<file path="src/rtl/aes_round_ctrl.sv">
// Sequencing controller for an iterative AES-128 encryption datapath.
// One block per in handshake; NR+1 load cycles, then result held until out_ready.
module aes_round_ctrl #(
  parameter int NR = 10
) (
  input  logic       clk,
  input  logic       rst,
  input  logic       in_valid,
  output logic       in_ready,
  output logic       out_valid,
  input  logic       out_ready,
  output logic       state_load,
  output logic [1:0] state_sel,
  output logic       key_load,
  output logic       key_sel,
  output logic [3:0] round,
  output logic [7:0] rcon,
  output logic       busy
);

  typedef enum logic [1:0] {IDLE, ROUND, FINAL, DONE} state_t;

  localparam logic [3:0] NR_L  = 4'(NR);
  localparam logic [3:0] NR_M1 = 4'(NR - 1);

  state_t     state_q, state_d;
  logic [3:0] round_q, round_d;
  logic [7:0] rcon_q, rcon_d;

  function automatic logic [7:0] xtime(input logic [7:0] b);
    return {b[6:0], 1'b0} ^ (b[7] ? 8'h1B : 8'h00);
  endfunction

  always_ff @(posedge clk) begin
    if (rst) begin
      state_q <= IDLE;
      round_q <= 4'd0;
      rcon_q  <= 8'd0;
    end else begin
      state_q <= state_d;
      round_q <= round_d;
      rcon_q  <= rcon_d;
    end
  end

  always_comb begin
    state_d    = state_q;
    round_d    = round_q;
    rcon_d     = rcon_q;
    in_ready   = 1'b0;
    out_valid  = 1'b0;
    state_load = 1'b0;
    state_sel  = 2'd0;
    key_load   = 1'b0;
    key_sel    = 1'b0;
    busy       = 1'b0;
    case (state_q)
      IDLE: begin
        in_ready = 1'b1;
        round_d  = 4'd0;
        rcon_d   = 8'd0;
        if (in_valid) begin
          state_load = 1'b1;
          key_load   = 1'b1;
          round_d    = 4'd1;
          rcon_d     = 8'h01;
          state_d    = (NR > 1) ? ROUND : FINAL;
        end
      end
      ROUND: begin
        state_load = 1'b1;
        state_sel  = 2'd1;
        key_load   = 1'b1;
        key_sel    = 1'b1;
        busy       = 1'b1;
        round_d    = round_q + 4'd1;
        rcon_d     = xtime(rcon_q);
        if (round_q == NR_M1) state_d = FINAL;
      end
      FINAL: begin
        state_load = 1'b1;
        state_sel  = 2'd2;
        key_load   = 1'b1;
        key_sel    = 1'b1;
        busy       = 1'b1;
        round_d    = NR_L;
        rcon_d     = 8'd0;
        state_d    = DONE;
      end
      DONE: begin
        out_valid = 1'b1;
        busy      = 1'b1;
        round_d   = NR_L;
        rcon_d    = 8'd0;
        if (out_ready) begin
          state_d = IDLE;
          round_d = 4'd0;
        end
      end
      default: state_d = IDLE;
    endcase
    // Reset wins combinationally: no loads or handshakes in a reset cycle.
    if (rst) begin
      in_ready   = 1'b0;
      out_valid  = 1'b0;
      state_load = 1'b0;
      state_sel  = 2'd0;
      key_load   = 1'b0;
      key_sel    = 1'b0;
      busy       = 1'b0;
    end
  end

  assign round = round_q;
  assign rcon  = rcon_q;

endmodule

</file>
<file path="config.mk">
export PLATFORM = sky130hd
export DESIGN_NAME = aes_round_ctrl
export DESIGN_NICKNAME = d
export VERILOG_FILES = /design/src/rtl/aes_round_ctrl.sv
export SDC_FILE = /design/constraint.sdc
export NUM_CORES = 1
export LEC_CHECK = 0
export BUFFER_PORTS_ARGS = -buffer_cell sky130_fd_sc_hd__buf_2
export CAP_MARGIN = 20
export CORE_UTILIZATION = 45
export CTS_CLUSTER_DIAMETER = 30
export CTS_CLUSTER_SIZE = 40
export DETAILED_ROUTE_END_ITERATION = 16
export PLACE_DENSITY_LB_ADDON = 0.05
export SETUP_SLACK_MARGIN = 0.5
export SLEW_MARGIN = 20
export SYNTH_ARGS = -nofsm -noshare
export SYNTH_HDL_FRONTEND = slang
export SYNTH_SLANG_ARGS = --single-unit
</file>
<file path="constraint.sdc">
create_clock -name clk -period 2.95 [get_ports clk]
set_input_delay 0.1475 -clock clk [delete_from_list [all_inputs] [get_ports clk]]
set_output_delay 0.1475 -clock clk [all_outputs]
set_load 0.005 [all_outputs]
</file>
==> metrics.cfg, run 1 <==
[worst_setup_path]
r2r_cells = 5
path_max_fanout = 6
cp-end-kind = output pin
crit_type = flip-flop to output pin
start_kind = flip-flop
cp.arrival_ps = 1520
cp.required_ps = 2800

[routing]
avgRoutedWirePerCell_um = 10.3
vias = 510
drtPass1Iterations = 2
viasPerCell = 4.77
wl_um = 1100
dr.first_iter.drc_count = 1
drc = 0
antenna_left = 0

[timing]
max-slew-margin-rel_pct = 71.7
fin_crit_sh_pct = 56.6
finalHoldViolations = 0
fmax_ghz = 0.599
setup-violations-final = 0
worstMarginPinSlew_ps = 414
fin_skew_ps = 4.13
hold_ws_ps = 170
min_period_ps = 1670
drv_slew = 0
grt_setup_unrepaired = false
finalSetupTns_ps = 0

[final_layout]
finalNetCount = 105
layout_common_cells = 23 x buf_2, 14 x dfxtp_1, 8 x ha_1, 7 x nor2b_1
final_layout_size_suffix_gt1_share_pct = 32.6
layoutNonFillerInstCount = 107
area_growth_pct = 23.5
diodes = 0
layout_commonest_cell = buf_2
final_cell_area_um2 = 830
final_core_utilization_pct = 61.4

[global_route]
grt_start_max_net_pins = 12
antenna_found_initial = 0
grt_pass1_wl_um = 1670
grt_pass1_vias = 387
track_usage_pct = 15.8
gr-total-overflow = 0

[synthesis]
synthArstFlopShare_pct = 0
ys_ff_latch = 14
synth.avg_cell_area_um2 = 10.0
syn_area_um2 = 672
ys_seq_area_share_pct = 41.7
syn_nets = 79
synth.yosys.warnings = 0
netlist.area_leader.share_pct = 41.7
synth.area.top_cells = dfxtp_1 42%, ha_1 15%, nor2b_1 6.5%, and2_1 4.7%, xnor2_1 3.9%
synth_cell_type_count = 23
synth-main-ff-cell = dfxtp_1
yosys.area.top_type = dfxtp_1
syn_inst = 67
synth_edf_count = 0

[floorplanning]
io_pins = 24
fp.dieH_um = 40.6
die_w_um = 40.6
die_area_um2 = 1650
initial_core_util_pct = 49.8
rows = 13
core_um2 = 1350

[power_and_ir_drop]
swShare_pct = 33.7
power_density_nw_per_um2 = 770
clkPwrFrac_pct = 21.1
comb_power_share_pct = 41.5
power_leakage_nw = 0.438
power.share.sequential_pct = 37.5
max-vdd-ir-drop_mv = 0.462
power_switching_mw = 0.215
p_int_mw = 0.424

[cts]
cts_hold_buf = 0
path_clk_slew_ps = 80
clock_latency_ps = 280
ctsResizeCount = 0
clockBufferDepth = 2
cts_root_buf = clkbuf_4
cts_sinks = 14
h-tree-depth = 1
cts-buffers-inserted = 3
cts_setup_buffers = 0
cts_tree = done

[min_path]
hold_path.class = input pin to flip-flop
hold_path_depth = 2

[placement]
io_buffers = 23
placed_cells = 103
place_congestion = 0.811
place_area_um2 = 793
place_hpwl_um = 876

[status]
status = finished clean

[job]
cap_violations = 0

stage by stage:
step                setup slack [ps]  total power [mW]
finish                          1280             0.639
global route                    1170             0.702
CTS                             1250             0.649
detailed placement              1390             0.510
global placement                1430             0.512
floorplan                       1530             0.436
worst max-delay path, stage by stage (launching register included):
cell and delay (ps):
dfxtp_1 340, inv_1 130, ha_1 260, nor2b_1 340
buf_2 180
cell type report:
cell class,count,area [um^2]
well taps,15,18.8
clock buffers,4,36.3
repair buffers,23,115
fillers,134,520
multi-input cells,48,368
inverters,3,11.3
flip-flops and latches,14,280
Yosys cell counts, drive strengths merged (2+ instances only):
| library cell | n |
|---|---|
| inv | 3 |
| buf | 2 |
| ha | 8 |
| dfxtp | 14 |
| xnor2 | 3 |
| and2 | 5 |
| nand3b | 2 |
| xor2 | 2 |
| o21ai | 3 |
| nor2 | 5 |
| nor2b | 7 |
| a21oi | 3 |
| nand2 | 2 |
power groups by stage:
stage               clock [mW]  combinational (mW)  sequential (mW)
finish                   0.135               0.265            0.239
global route             0.151               0.308            0.243
CTS                      0.141               0.269            0.240
detailed placement           0               0.265            0.244
global placement             0               0.268            0.244
floorplan                    0               0.195            0.242
worst paths after layout:
path / to / slack [ps] / start
min reg2reg: rcon[7]$_SDFF_PP0_ / 460 / rcon[6]$_SDFF_PP0_
max reg2reg: state_q[0]$_SDFFE_PP0P_ / 1370 / state_q[0]$_SDFFE_PP0P_
min: round[0]$_SDFF_PP0_ / 170 / rst
max: state_sel[0] / 1280 / state_q[1]$_SDFFE_PP0P_
flip-flops by register name, summed over array words and instances, names as in the netlist:
name     flops
rcon         8
round        4
state_q      2
routing by layer:
metal,wire (um),global-route usage [%]
met5,0,0
met4,0,2.50
met3,63,8.15
met2,474,22.2
met1,560,21.8
kinds of logic after synthesis:
logic type / after synthesis / synth area share, %
compound gates: 9 / 8.19
mux: 1 / 2.23
buf+inv: 5 / 3.54
flops: 14 / 41.7
xor+xnor: 5 / 6.52
fa+ha+maj: 8 / 14.9
simple gates: 25 / 22.9
Note: power is estimated with default switching activity, not from simulation.
==> run 2: changes to the inputs <==
--- a/config.mk
+++ b/config.mk
@@ -5,6 +5,7 @@
 export SDC_FILE = /design/constraint.sdc
 export NUM_CORES = 1
 export LEC_CHECK = 0
+export ABC_AREA = 1
 export BUFFER_PORTS_ARGS = -buffer_cell sky130_fd_sc_hd__buf_2
 export CAP_MARGIN = 20
 export CORE_UTILIZATION = 45
==> constraint.sdc (replaced) <==
create_clock -name clk -period 1.6 [get_ports clk]
set_input_delay 0.08 -clock clk [delete_from_list [all_inputs] [get_ports clk]]
set_output_delay 0.08 -clock clk [all_outputs]
set_load 0.005 [all_outputs]
==> run 2 against run 1 <==
Total power rose to 2.6 times the previous value. Sequential power grew 95%. Cell count grew 36%. Largest cell class unchanged.
==> metrics.cfg, run 2 <==
[status]
status = finished clean

[final_layout]
fillers = 105
finalNetCount = 143
area_growth_pct = 54.8
largest_reg_flops = 8
layoutNonFillerInstCount = 145
layout_common_cells = 23 x buf_2, 12 x dfxtp_1, 11 x nor2_1, 10 x nand2_1, 10 x buf_4
final_layout_size_suffix_gt1_share_pct = 55.0
layout_commonest_cell = buf_2
diodes = 0

[floorplanning]
die_w_um = 42.2
core_um2 = 1510
io_pins = 24
initial_core_util_pct = 48.3
rows = 14
fp.dieH_um = 42.2
die_area_um2 = 1780

[routing]
avgRoutedWirePerCell_um = 11.2
antenna_left = 0
vias = 691
drtPass1Iterations = 4
dr.first_iter.drc_count = 3
wl_um = 1630
viasPerCell = 4.77
drc = 0

[synthesis]
yosys.area.top_type = dfxtp_1
synth_cell_type_count = 20
synth.avg_cell_area_um2 = 8.00
synth-main-ff-cell = dfxtp_1
synth.area.top_cells = dfxtp_1 38%, ha_1 14%, inv_1 7.7%, nor2_1 7.7%, nand2_1 5.7%
synth_common_cells = 15 x inv_1, 15 x nor2_1, 14 x dfxtp_1, 11 x nand2_1, 8 x ha_1
ys_ff_latch = 14
syn_area_um2 = 728
syn_inst = 91
netlist.area_leader.share_pct = 38.5
ys_seq_area_share_pct = 38.5
syn_nets = 103
synth.yosys.warnings = 0
synth_edf_count = 0
synthArstFlopShare_pct = 0

[worst_setup_path]
start_kind = flip-flop
cp-end-kind = output pin
r2r_cells = 9
cp.arrival_ps = 1280
path_max_fanout = 3
cp.required_ps = 1520
crit_type = flip-flop to output pin

[global_route]
grt_start_max_net_pins = 16
gr-total-overflow = 0
grt_pass1_vias = 632
grt_pass1_wl_um = 2570
antenna_found_initial = 0
track_usage_pct = 19.1

[cts]
cts_tree = done
clock_latency_ps = 270
clockBufferDepth = 2
cts_root_buf = clkbuf_4
path_clk_slew_ps = 70
h-tree-depth = 1
cts_hold_buf = 0
cts_sinks = 14
cts-buffers-inserted = 3

[timing]
fmax_ghz = 0.737
setup_slack_ps = 244
setup-violations-final = 0
hold_ws_ps = 144
finalSetupTns_ps = 0
worstMarginPinSlew_ps = 319
grt_setup_unrepaired = true
max-slew-margin-rel_pct = 78.7
fin_skew_ps = 1.86
fin_crit_sh_pct = 84.8
finalHoldViolations = 0
drv_slew = 0
min_period_ps = 1360

[power_and_ir_drop]
fin_total_pwr_mw = 1.69
max-vdd-ir-drop_mv = 1.13
power_leakage_nw = 0.525
power_density_nw_per_um2 = 1500

[placement]
placed_cells = 127
place_ws_ps = 329
place_hpwl_um = 1070
place_congestion = 0.715
io_buffers = 23

[min_path]
hold_path.class = input pin to flip-flop
hold_path_depth = 3

[job]
cap_violations = 0

run 2: routing by layer:
metal	share of wire, %	up-vias	global-route usage [%]
li1	-	358	-
met3	3.5	2	6.47
met4	0.55	0	6.88
met1	45	320	23.0
met2	51	11	31.4
met5	0	-	0
run 2: worst max-delay path, cell delays in order, from the launching register on:
cell and delay [ps]:
dfxtp_4 380, inv_4 50, ha_4 270, a21oi_2 30, nor3_2 150, buf_2 130
run 2: layout make-up:
type	instances	area, um^2	share of cell area (%)
tap	16	20.0	1.78
sequential	14	288	25.5
clock buffer	3	22.5	2.00
multi-input combinational	58	483	42.8
timing repair buffer	38	246	21.9
inverter	16	67.6	5.99
run 2: path summary, 6_finish.rpt:
kind                             endpoint  slack (ps)               startpoint
setup / recovery               state_load         240  state_q[1]$_SDFFE_PP0P_
hold / removal         rcon[0]$_SDFF_PP0_         140                 in_valid
hold reg to reg        rcon[2]$_SDFF_PP0_         430       rcon[1]$_SDFF_PP0_
setup reg to reg  state_q[0]$_SDFFE_PP0P_         320  state_q[0]$_SDFFE_PP0P_
run 2: cells by family (layout without fill, tap and decap cells):
kind of cell	count (synthesis)	count (layout)	share of synthesized area (%)
xor+xnor	4	4	4.81
simple gates	38	38	24.4
buf+inv	19	57	11.9
compound gates	8	8	6.70
fa+ha+maj	8	8	13.7
flops	14	14	38.5
run 2: where the power goes:
part           internal (mW)  leakage, nW  total [mW]  switching (mW)
combinational          0.535        0.396        1.03           0.498
sequential             0.407        0.115       0.466          0.0595
clock                 0.0871       0.0138       0.188           0.101
run 2: timing repair:
item	CTS	global route
gates resized for setup	18	15
setup buffers	9	6
endpoints found under the setup margin	18	17
pin swaps	4	15
run 2: metrics by stage:
stage          util (%)  instance area, um^2
6_report           74.8                 1130
3_3_place_gp       57.3                  863
2_1_floorplan         -                  752
4_1_cts            68.3                 1030
5_1_grt            74.8                 1130
3_5_place_dp       57.3                  863
